`src/rtl/wb_host_pkg.sv`:
```
// Shared types and widths for the Wishbone host master: bus widths, FSM state
// encoding and the packed command record held in the command FIFO.
package wb_host_pkg;

    localparam int WB_ADR_W = 10;
    localparam int WB_DAT_W = 32;
    localparam int WB_SEL_W = 4;
    localparam int WB_CMD_W = 1 + WB_ADR_W + WB_DAT_W + WB_SEL_W;

    typedef enum logic [1:0] {
        IDLE  = 2'd0,
        CYCLE = 2'd1,
        RESP  = 2'd2
    } state_t;

    typedef struct packed {
        logic                we;
        logic [WB_ADR_W-1:0] adr;
        logic [WB_DAT_W-1:0] dat;
        logic [WB_SEL_W-1:0] sel;
    } wb_cmd_t;

    function automatic wb_cmd_t make_cmd(
        input logic                we,
        input logic [WB_ADR_W-1:0] adr,
        input logic [WB_DAT_W-1:0] dat,
        input logic [WB_SEL_W-1:0] sel
    );
        wb_cmd_t c;
        c.we  = we;
        c.adr = adr;
        c.dat = dat;
        c.sel = sel;
        return c;
    endfunction

endpackage

```
`src/rtl/wb_host_master_if.sv`:
```
// Host command/response channels plus the Wishbone classic master bus, bundled
// so the master and its surroundings (host sequencer and register slave) share one view.
interface wb_host_master_if;
    import wb_host_pkg::*;

    // Both channels transfer on a rising edge where valid && ready; valid
    // holds its payload stable until that edge and never waits on ready.
    logic                cmd_valid_i;
    logic                cmd_ready_o;
    logic                cmd_we_i;
    logic [WB_ADR_W-1:0] cmd_adr_i;
    logic [WB_DAT_W-1:0] cmd_dat_i;
    logic [WB_SEL_W-1:0] cmd_sel_i;

    logic                rsp_valid_o;
    logic                rsp_ready_i;
    logic [WB_DAT_W-1:0] rsp_dat_o;
    logic                rsp_err_o;
    logic                rsp_timeout_o;

    logic [WB_ADR_W-1:0] wb_adr_o;
    logic [WB_DAT_W-1:0] wb_dat_o;
    logic [WB_SEL_W-1:0] wb_sel_o;
    logic                wb_we_o;
    logic                wb_stb_o;
    logic                wb_cyc_o;
    logic [WB_DAT_W-1:0] wb_dat_i;
    logic                wb_ack_i;
    logic                wb_err_i;

    modport master (
        input  cmd_valid_i, cmd_we_i, cmd_adr_i, cmd_dat_i, cmd_sel_i,
        output cmd_ready_o,
        output rsp_valid_o, rsp_dat_o, rsp_err_o, rsp_timeout_o,
        input  rsp_ready_i,
        output wb_adr_o, wb_dat_o, wb_sel_o, wb_we_o, wb_stb_o, wb_cyc_o,
        input  wb_dat_i, wb_ack_i, wb_err_i
    );

    modport slave (
        output cmd_valid_i, cmd_we_i, cmd_adr_i, cmd_dat_i, cmd_sel_i,
        input  cmd_ready_o,
        input  rsp_valid_o, rsp_dat_o, rsp_err_o, rsp_timeout_o,
        output rsp_ready_i,
        input  wb_adr_o, wb_dat_o, wb_sel_o, wb_we_o, wb_stb_o, wb_cyc_o,
        output wb_dat_i, wb_ack_i, wb_err_i
    );

endinterface

```
`src/rtl/wb_host_cmd_fifo.sv`:
```
// Synchronous FIFO of wb_cmd_t with combinational head read; pointers wrap
// naturally because DEPTH is a power of two.
module wb_host_cmd_fifo
    import wb_host_pkg::*;
#(
    parameter int DEPTH = 4
) (
    input  logic    clk,
    input  logic    rst_n,
    input  logic    push,
    input  wb_cmd_t push_data,
    input  logic    pop,
    output wb_cmd_t head,
    output logic    full,
    output logic    empty
);

    localparam int AW = $clog2(DEPTH);
    localparam logic [AW:0] FULL_CNT = (AW + 1)'(DEPTH);

    wb_cmd_t       mem [DEPTH];
    logic [AW-1:0] wr_ptr;
    logic [AW-1:0] rd_ptr;
    logic [AW:0]   cnt;
    logic          push_ok;
    logic          pop_ok;

    assign full    = (cnt == FULL_CNT);
    assign empty   = (cnt == '0);
    assign push_ok = push && (!full || pop);
    assign pop_ok  = pop && !empty;
    assign head    = mem[rd_ptr];

    always_ff @(posedge clk) begin
        if (!rst_n) begin
            wr_ptr <= '0;
            rd_ptr <= '0;
            cnt    <= '0;
        end else begin
            if (push_ok) wr_ptr <= wr_ptr + 1'b1;
            if (pop_ok)  rd_ptr <= rd_ptr + 1'b1;
            if (push_ok && !pop_ok)      cnt <= cnt + 1'b1;
            else if (pop_ok && !push_ok) cnt <= cnt - 1'b1;
        end
    end

    // Storage carries no reset; only the pointers define what is valid.
    always_ff @(posedge clk) begin
        if (push_ok) mem[wr_ptr] <= push_data;
    end

endmodule

```
`src/rtl/wb_host_master.sv`:
```
// Wishbone classic master: queues host commands and runs one single bus cycle per
// command. Optional watchdog abort is enabled by WB_HOST_MASTER_TIMEOUT_EN.
module wb_host_master
    import wb_host_pkg::*;
#(
    parameter int CMD_DEPTH = 4
`ifdef WB_HOST_MASTER_TIMEOUT_EN
    ,
    parameter int TIMEOUT_CYCLES = 256
`endif
) (
    input  logic             wb_clk_i,
    input  logic             wb_rst_i,
    wb_host_master_if.master bus,
    output state_t           state_o
);

    state_t               state_q, state_n;
    wb_cmd_t              bus_q, bus_n;
    logic                 cyc_q, cyc_n;
    logic                 rsp_valid_q, rsp_valid_n;
    logic [WB_DAT_W-1:0]  rsp_dat_q, rsp_dat_n;
    logic                 rsp_err_q, rsp_err_n;
`ifdef WB_HOST_MASTER_TIMEOUT_EN
    localparam logic [15:0] WDOG_LAST = 16'(TIMEOUT_CYCLES - 1);
    logic                 rsp_to_q, rsp_to_n;
    logic [15:0]          wdog_q, wdog_n;
`endif

    wb_cmd_t fifo_head;
    logic    fifo_full;
    logic    fifo_empty;
    logic    fifo_pop;

    wb_host_cmd_fifo #(
        .DEPTH(CMD_DEPTH)
    ) u_cmd_fifo (
        .clk      (wb_clk_i),
        .rst_n    (wb_rst_i),
        .push     (bus.cmd_valid_i && !fifo_full),
        .push_data(make_cmd(bus.cmd_we_i, bus.cmd_adr_i, bus.cmd_dat_i, bus.cmd_sel_i)),
        .pop      (fifo_pop),
        .head     (fifo_head),
        .full     (fifo_full),
        .empty    (fifo_empty)
    );

    always_comb begin
        state_n     = state_q;
        bus_n       = bus_q;
        cyc_n       = cyc_q;
        rsp_valid_n = rsp_valid_q;
        rsp_dat_n   = rsp_dat_q;
        rsp_err_n   = rsp_err_q;
        fifo_pop    = 1'b0;
`ifdef WB_HOST_MASTER_TIMEOUT_EN
        rsp_to_n    = rsp_to_q;
        wdog_n      = wdog_q;
`endif
        case (state_q)
            IDLE: begin
                if (!fifo_empty) begin
                    fifo_pop = 1'b1;
                    bus_n    = fifo_head;
                    cyc_n    = 1'b1;
                    state_n  = CYCLE;
`ifdef WB_HOST_MASTER_TIMEOUT_EN
                    wdog_n   = '0;
`endif
                end
            end
            CYCLE: begin
                // err outranks ack, and any termination outranks the watchdog.
                if (bus.wb_ack_i || bus.wb_err_i) begin
                    cyc_n       = 1'b0;
                    rsp_valid_n = 1'b1;
                    rsp_err_n   = bus.wb_err_i;
                    rsp_dat_n   = (bus.wb_err_i || bus_q.we) ? '0 : bus.wb_dat_i;
                    state_n     = RESP;
`ifdef WB_HOST_MASTER_TIMEOUT_EN
                    rsp_to_n    = 1'b0;
                end else if (wdog_q == WDOG_LAST) begin
                    cyc_n       = 1'b0;
                    rsp_valid_n = 1'b1;
                    rsp_err_n   = 1'b0;
                    rsp_dat_n   = '0;
                    rsp_to_n    = 1'b1;
                    state_n     = RESP;
                end else begin
                    wdog_n      = wdog_q + 16'd1;
`endif
                end
            end
            RESP: begin
                if (bus.rsp_ready_i) begin
                    rsp_valid_n = 1'b0;
                    state_n     = IDLE;
                end
            end
            default: state_n = IDLE;
        endcase
    end

    always_ff @(posedge wb_clk_i) begin
        if (!wb_rst_i) begin
            state_q     <= IDLE;
            bus_q       <= '0;
            cyc_q       <= 1'b0;
            rsp_valid_q <= 1'b0;
            rsp_dat_q   <= '0;
            rsp_err_q   <= 1'b0;
`ifdef WB_HOST_MASTER_TIMEOUT_EN
            rsp_to_q    <= 1'b0;
            wdog_q      <= '0;
`endif
        end else begin
            state_q     <= state_n;
            bus_q       <= bus_n;
            cyc_q       <= cyc_n;
            rsp_valid_q <= rsp_valid_n;
            rsp_dat_q   <= rsp_dat_n;
            rsp_err_q   <= rsp_err_n;
`ifdef WB_HOST_MASTER_TIMEOUT_EN
            rsp_to_q    <= rsp_to_n;
            wdog_q      <= wdog_n;
`endif
        end
    end

    assign bus.cmd_ready_o = !fifo_full;
    assign bus.wb_adr_o    = bus_q.adr;
    assign bus.wb_dat_o    = bus_q.dat;
    assign bus.wb_sel_o    = bus_q.sel;
    assign bus.wb_we_o     = bus_q.we;
    assign bus.wb_cyc_o    = cyc_q;
    assign bus.wb_stb_o    = cyc_q;
    assign bus.rsp_valid_o = rsp_valid_q;
    assign bus.rsp_dat_o   = rsp_dat_q;
    assign bus.rsp_err_o   = rsp_err_q;
`ifdef WB_HOST_MASTER_TIMEOUT_EN
    assign bus.rsp_timeout_o = rsp_to_q;
`else
    assign bus.rsp_timeout_o = 1'b0;
`endif
    assign state_o = state_q;

endmodule

```
`src/flat_wrapper.sv`:
```
// flat-port wrapper written by rule: the top's interface ports become plain ports
module wb_host_master_flat import wb_host_pkg::*;
#(
    parameter int CMD_DEPTH = 4

)
  (wb_clk_i, wb_rst_i, state_o, bus_cmd_valid_i, bus_cmd_we_i, bus_cmd_adr_i, bus_cmd_dat_i, bus_cmd_sel_i, bus_cmd_ready_o, bus_rsp_valid_o, bus_rsp_dat_o, bus_rsp_err_o, bus_rsp_timeout_o, bus_rsp_ready_i, bus_wb_adr_o, bus_wb_dat_o, bus_wb_sel_o, bus_wb_we_o, bus_wb_stb_o, bus_wb_cyc_o, bus_wb_dat_i, bus_wb_ack_i, bus_wb_err_i);
  wb_host_master_if bus_i ();
  input  logic wb_clk_i;
  input  logic wb_rst_i;
  output state_t state_o;
  input wire logic [$bits(bus_i.cmd_valid_i)-1:0] bus_cmd_valid_i;
  input wire logic [$bits(bus_i.cmd_we_i)-1:0] bus_cmd_we_i;
  input wire logic [$bits(bus_i.cmd_adr_i)-1:0] bus_cmd_adr_i;
  input wire logic [$bits(bus_i.cmd_dat_i)-1:0] bus_cmd_dat_i;
  input wire logic [$bits(bus_i.cmd_sel_i)-1:0] bus_cmd_sel_i;
  output wire logic [$bits(bus_i.cmd_ready_o)-1:0] bus_cmd_ready_o;
  output wire logic [$bits(bus_i.rsp_valid_o)-1:0] bus_rsp_valid_o;
  output wire logic [$bits(bus_i.rsp_dat_o)-1:0] bus_rsp_dat_o;
  output wire logic [$bits(bus_i.rsp_err_o)-1:0] bus_rsp_err_o;
  output wire logic [$bits(bus_i.rsp_timeout_o)-1:0] bus_rsp_timeout_o;
  input wire logic [$bits(bus_i.rsp_ready_i)-1:0] bus_rsp_ready_i;
  output wire logic [$bits(bus_i.wb_adr_o)-1:0] bus_wb_adr_o;
  output wire logic [$bits(bus_i.wb_dat_o)-1:0] bus_wb_dat_o;
  output wire logic [$bits(bus_i.wb_sel_o)-1:0] bus_wb_sel_o;
  output wire logic [$bits(bus_i.wb_we_o)-1:0] bus_wb_we_o;
  output wire logic [$bits(bus_i.wb_stb_o)-1:0] bus_wb_stb_o;
  output wire logic [$bits(bus_i.wb_cyc_o)-1:0] bus_wb_cyc_o;
  input wire logic [$bits(bus_i.wb_dat_i)-1:0] bus_wb_dat_i;
  input wire logic [$bits(bus_i.wb_ack_i)-1:0] bus_wb_ack_i;
  input wire logic [$bits(bus_i.wb_err_i)-1:0] bus_wb_err_i;
  assign bus_i.cmd_valid_i = bus_cmd_valid_i;
  assign bus_i.cmd_we_i = bus_cmd_we_i;
  assign bus_i.cmd_adr_i = bus_cmd_adr_i;
  assign bus_i.cmd_dat_i = bus_cmd_dat_i;
  assign bus_i.cmd_sel_i = bus_cmd_sel_i;
  assign bus_cmd_ready_o = bus_i.cmd_ready_o;
  assign bus_rsp_valid_o = bus_i.rsp_valid_o;
  assign bus_rsp_dat_o = bus_i.rsp_dat_o;
  assign bus_rsp_err_o = bus_i.rsp_err_o;
  assign bus_rsp_timeout_o = bus_i.rsp_timeout_o;
  assign bus_i.rsp_ready_i = bus_rsp_ready_i;
  assign bus_wb_adr_o = bus_i.wb_adr_o;
  assign bus_wb_dat_o = bus_i.wb_dat_o;
  assign bus_wb_sel_o = bus_i.wb_sel_o;
  assign bus_wb_we_o = bus_i.wb_we_o;
  assign bus_wb_stb_o = bus_i.wb_stb_o;
  assign bus_wb_cyc_o = bus_i.wb_cyc_o;
  assign bus_i.wb_dat_i = bus_wb_dat_i;
  assign bus_i.wb_ack_i = bus_wb_ack_i;
  assign bus_i.wb_err_i = bus_wb_err_i;
  wb_host_master #(.CMD_DEPTH(CMD_DEPTH)) u_core (.wb_clk_i(wb_clk_i), .wb_rst_i(wb_rst_i), .bus(bus_i), .state_o(state_o));
endmodule
```
`config.mk`:
```
export PLATFORM = sky130hd
export DESIGN_NAME = wb_host_master_flat
export DESIGN_NICKNAME = d
export VERILOG_FILES = /design/src/rtl/wb_host_pkg.sv /design/src/rtl/wb_host_master_if.sv /design/src/rtl/wb_host_cmd_fifo.sv /design/src/rtl/wb_host_master.sv /design/src/flat_wrapper.sv
export SDC_FILE = /design/constraint.sdc
export NUM_CORES = 1
export LEC_CHECK = 0
export CORE_MARGIN = 2
export CORE_UTILIZATION = 30
export CTS_BUF_LIST = sky130_fd_sc_hd__clkbuf_8
export CTS_CLUSTER_SIZE = 30
export DETAILED_ROUTE_END_ITERATION = 8
export GPL_TIMING_DRIVEN = 1
export PLACE_DENSITY = 0.59
export SKIP_CTS_REPAIR_TIMING = 1
export SLEW_MARGIN = 20
export SYNTH_ARGS = -nofsm -noshare
export SYNTH_HDL_FRONTEND = slang
export SYNTH_HIERARCHICAL = 1
export SYNTH_SLANG_ARGS = --single-unit
```
`constraint.sdc`:
```
create_clock -name wb_clk_i -period 4.4 [get_ports wb_clk_i]
set_input_delay 1.32 -clock wb_clk_i [delete_from_list [all_inputs] [get_ports wb_clk_i]]
set_output_delay 1.32 -clock wb_clk_i [all_outputs]
set_load 0.01 [all_outputs]
```
==> results.txt <==
----------------------------------------------------
[STA]
  Pin slew with the least headroom to its limit ... 1.01 ns
  Total Negative Setup Slacks ... 0 ns
  F_max ... 314 MHz
  Final hold violation count ... 0
  Final count of negative-setup-slack endpoints ... 0
  RSZ-0062 raised after global routing ... no
  Share of the cycle needed by the critical path after routing ... 72.4%
  Min Hold Slack ... 0.445 ns
  Final count of pins violating max slew ... 0
  Post-Route Skew ... 0.0242 ns
  Worst slew slack as a fraction of its limit ... 32.6%
  Tmin final ... 3.19 ns
  Setup ws final ... 1.21 ns

[Logic synthesis]
  Gate count of the mapped netlist ... 677
  Sequential-to-total area share from yosys stat ... 71.1%
  Number of library cell types mapped by synthesis ... 41
  Summed instance area of the synthesized netlist ... 10600 sq um
  Total number of yosys warnings ... 6
  Mapped Nets ... 768
  Main synth FF type ... edfxtp_1
  Flops & latches, synth ... 281
  Synthesized area per cell ... 15.6 sq um
  FFs w/ async S/R, synth ... 0%
  Count of flip-flops with a built-in enable after synthesis ... 188

[Global route]
  Tot GR Track Use ... 12.5%
  Sum of overflow across all layers after global routing ... 0
  Initial antenna violation count ... 2
  Via count of the first global-routing pass ... 6155
  First-pass GRT wire length ... 35200 um
  Largest net degree at the start of global routing ... 97

[Outcome]
  Result of the run ... finished clean

[Placed design]
  Pre-CTS WS ... 0.641 ns
  Number of buffers added on ports ... 170
  Placer congestion estimate ... 0.745
  HPWL after DPL ... 14000 um
  Area post-placement ... 12700 sq um
  Placed insts ... 1265

[Clocking]
  Maximum clock insertion buffer count ... 3
  CTS sink count ... 281
  Level count of the clock H-tree ... 2
  Clock insertion delay at the later pin of the skew report ... 0.57 ns
  CTS clk-pin slew, worst paths ... 0.06 ns
  TritonCTS clock tree ... built
  Num CTS Buffers ... 48
  Root buffer cell ... clkbuf_8

[Worst setup path]
  FF-to-FF setup slack ... 1.51 ns
  Largest stage delay on the critical path ... 0.48 ns
  Depth of the worst register-to-register path ... 10
  Worst reg2reg path endpoint ... u_core/u_cmd_fifo/cnt[2]
  Crit path max-delay cell type ... dfxtp_1
  Worst path buffer plus inverter count ... 2
  Cell Chain, Critical Path ... nor3b_4 > inv_1 > clkdlybuf4s50_1
  Type of origin of the critical path ... flip-flop
  Worst path top cell family by delay ... buffers and inverters
  Classification of the worst setup path ... flip-flop to output pin
  Crit path max fanout ... 6
  CP Data Required Time ... 3.08 ns
  Depth of the critical timing path with buffers and inverters included ... 3
  Worst path arrival time ... 1.87 ns
  Nature of the critical path endpoint ... output pin
  Start of the worst register-to-register path ... u_core/u_cmd_fifo/cnt[0]

[Cells and area]
  Layout fillers ... 3285
  Total number of nets in the final design ... 951
  Share of the core filled with cells in the final layout ... 39.5%
  Combined flip-flop and latch cell area ... 7510 sq um
  Ratio of cells with drive above 1 in the final layout ... 18.7%
  Signed area change from the synthesized netlist to the final layout ... 29.5%
  Non-Filler Cell Area, Final ... 13700 sq um
  Area of the multi-input gates ... 2720 sq um
  Non-filler instance count after layout ... 1354

[Drt]
  Total wire length after detailed routing ... 23100 um
  DRC violation count after routing ... 0
  DRT Pass-1 Iters ... 4
  Via count ... 6222
  Vias per cell ... 4.60
  Antenna viol nets, final ... 0
  Per-cell routed wire length ... 17.0 um
  DRC marker count from the first detailed-route iteration ... 295

[Floorplan]
  Initial core utilization ... 30.5%
  Area enclosed by the die boundary ... 36700 sq um
  Die Height ... 192 um
  Die width ... 192 um
  Number of ports placed on the die boundary ... 172
  Core outline area ... 34600 sq um
  Number of standard-cell rows in the floorplan ... 68

[Min path]
  Path category of the worst min-delay check ... flip-flop to flip-flop
  Critical hold path startpoint ... u_core/bus.wb_dat_o[20]
  Capture endpoint of the worst hold path ... u_core/bus.wb_dat_o[20]
  Number of cells on the worst hold path ... 2

[Run]
  Max-cap violation count ... 0

[Power]
  Leakage component of the power ... 4.51 nW
  Worst vdd rail ir drop ... 0.000299 V
  Design Power ... 7.87 mW
  Power per cell area ... 575 nW/um^2

----------------------------------------------------
## metal layers
metal | wire, um | part of all wire [%] | track usage [%] | vias up
li1 | - | - | - | 2939
met1 | 10200 | 44 | 16.9 | 2998
met2 | 10500 | 45 | 19.5 | 237
met3 | 1910 | 8.3 | 3.42 | 46
met4 | 481 | 2.1 | 3.85 | 2
met5 | 13 | 0.056 | 0 | -
## kinds of logic (layout without fill, tap and decap cells)
logic type               count (synthesis)  after routing  share of synthesized area, %
buffers and inverters                   58            279                          3.28
other                                    1              2                        0.0355
flip-flops                             281            281                          71.1
AND/OR/NAND/NOR                        187            187                          8.71
XOR/XNOR                                 4              4                         0.332
AO/OA/AOI/OAI                           89             89                          5.37
multiplexers                            51             51                          10.4
adder cells (fa/ha/maj)                  6              6                         0.782
## placed cells by master, fill, tap and decap left out, types with 12 or more instances in the layout
| cell | count |
|---|---|
| clkbuf_8 | 62 |
| o21ai_2 | 20 |
| nand3_1 | 47 |
| edfxtp_1 | 188 |
| inv_1 | 24 |
| o21ai_1 | 60 |
| dfxtp_1 | 91 |
| mux4_2 | 47 |
| nand4_1 | 32 |
| clkdlybuf4s50_1 | 169 |
| buf_4 | 12 |
| nand2_1 | 87 |
## synthesized netlist by cell type (8+ instances only)
| master | number | area share [%] |
|---|---|---|
| and2_1 | 9 | 0.53 |
| buf_2 | 10 | 0.47 |
| buf_4 | 8 | 0.57 |
| clkbuf_1 | 24 | 0.85 |
| dfxtp_1 | 93 | 18 |
| edfxtp_1 | 188 | 53 |
| mux4_2 | 47 | 10 |
| nand2_1 | 87 | 3.1 |
| nand3_1 | 47 | 2.2 |
| nand4_1 | 32 | 1.9 |
| o21ai_1 | 60 | 2.8 |
| o21ai_2 | 20 | 1.7 |
## sequential cells by signal, summed over array words and instances, names as in the netlist, 2 cells and up, named ones only
register / cells
u_core/u_cmd_fifo/mem: 188
u_core/bus.rsp_dat_o: 32
u_core/bus.wb_dat_o: 32
u_core/bus.wb_adr_o: 10
u_core/bus.wb_sel_o: 4
u_core/u_cmd_fifo/cnt: 3
u_core/state_o: 2
u_core/u_cmd_fifo/rd_ptr: 2
u_core/u_cmd_fifo/wr_ptr: 2
## final cells by class
class | count | area share (%)
tap | 455 | 4.16
multi-input combinational | 338 | 19.9
sequential | 281 | 54.9
timing repair buffer | 186 | 13.8
antenna | 1 | 0.0183
inverter | 5 | 0.137
clock inverter | 26 | 0.887
clock buffer | 62 | 6.24
## worst reg2reg max path: stages, from the launching register on
cell and delay (ns):
dfxtp_1 0.58, nor3_1 0.19, nor3_4 0.24, inv_1 0.08, a21boi_2 0.37, ha_1 0.27, inv_1 0.06, fa_1 0.38
xor2_1 0.17, or3_1 0.30, a21boi_0 0.17
## power breakdown
group          internal (mW)  total [mW]  switching [mW]
clock network           1.27        2.28            1.02
registers               3.31        3.63           0.319
logic                  0.995        1.96           0.965
## worst max-delay path by stage
stage | from | end | slack, ns
after floorplan | bus_cmd_valid_i | u_core/u_cmd_fifo/mem[0][0] | 1.12
after global placement | bus_cmd_valid_i | u_core/u_cmd_fifo/cnt[2] | 0.68
after detailed placement | bus_cmd_valid_i | u_core/u_cmd_fifo/cnt[2] | 0.64
after CTS | u_core/u_cmd_fifo/cnt[2] | bus_cmd_ready_o | 1.15
after global routing | u_core/u_cmd_fifo/cnt[2] | bus_cmd_ready_o | 1.07
final | u_core/u_cmd_fifo/cnt[2] | bus_cmd_ready_o | 1.21
Power figures use the tool's default switching activity.
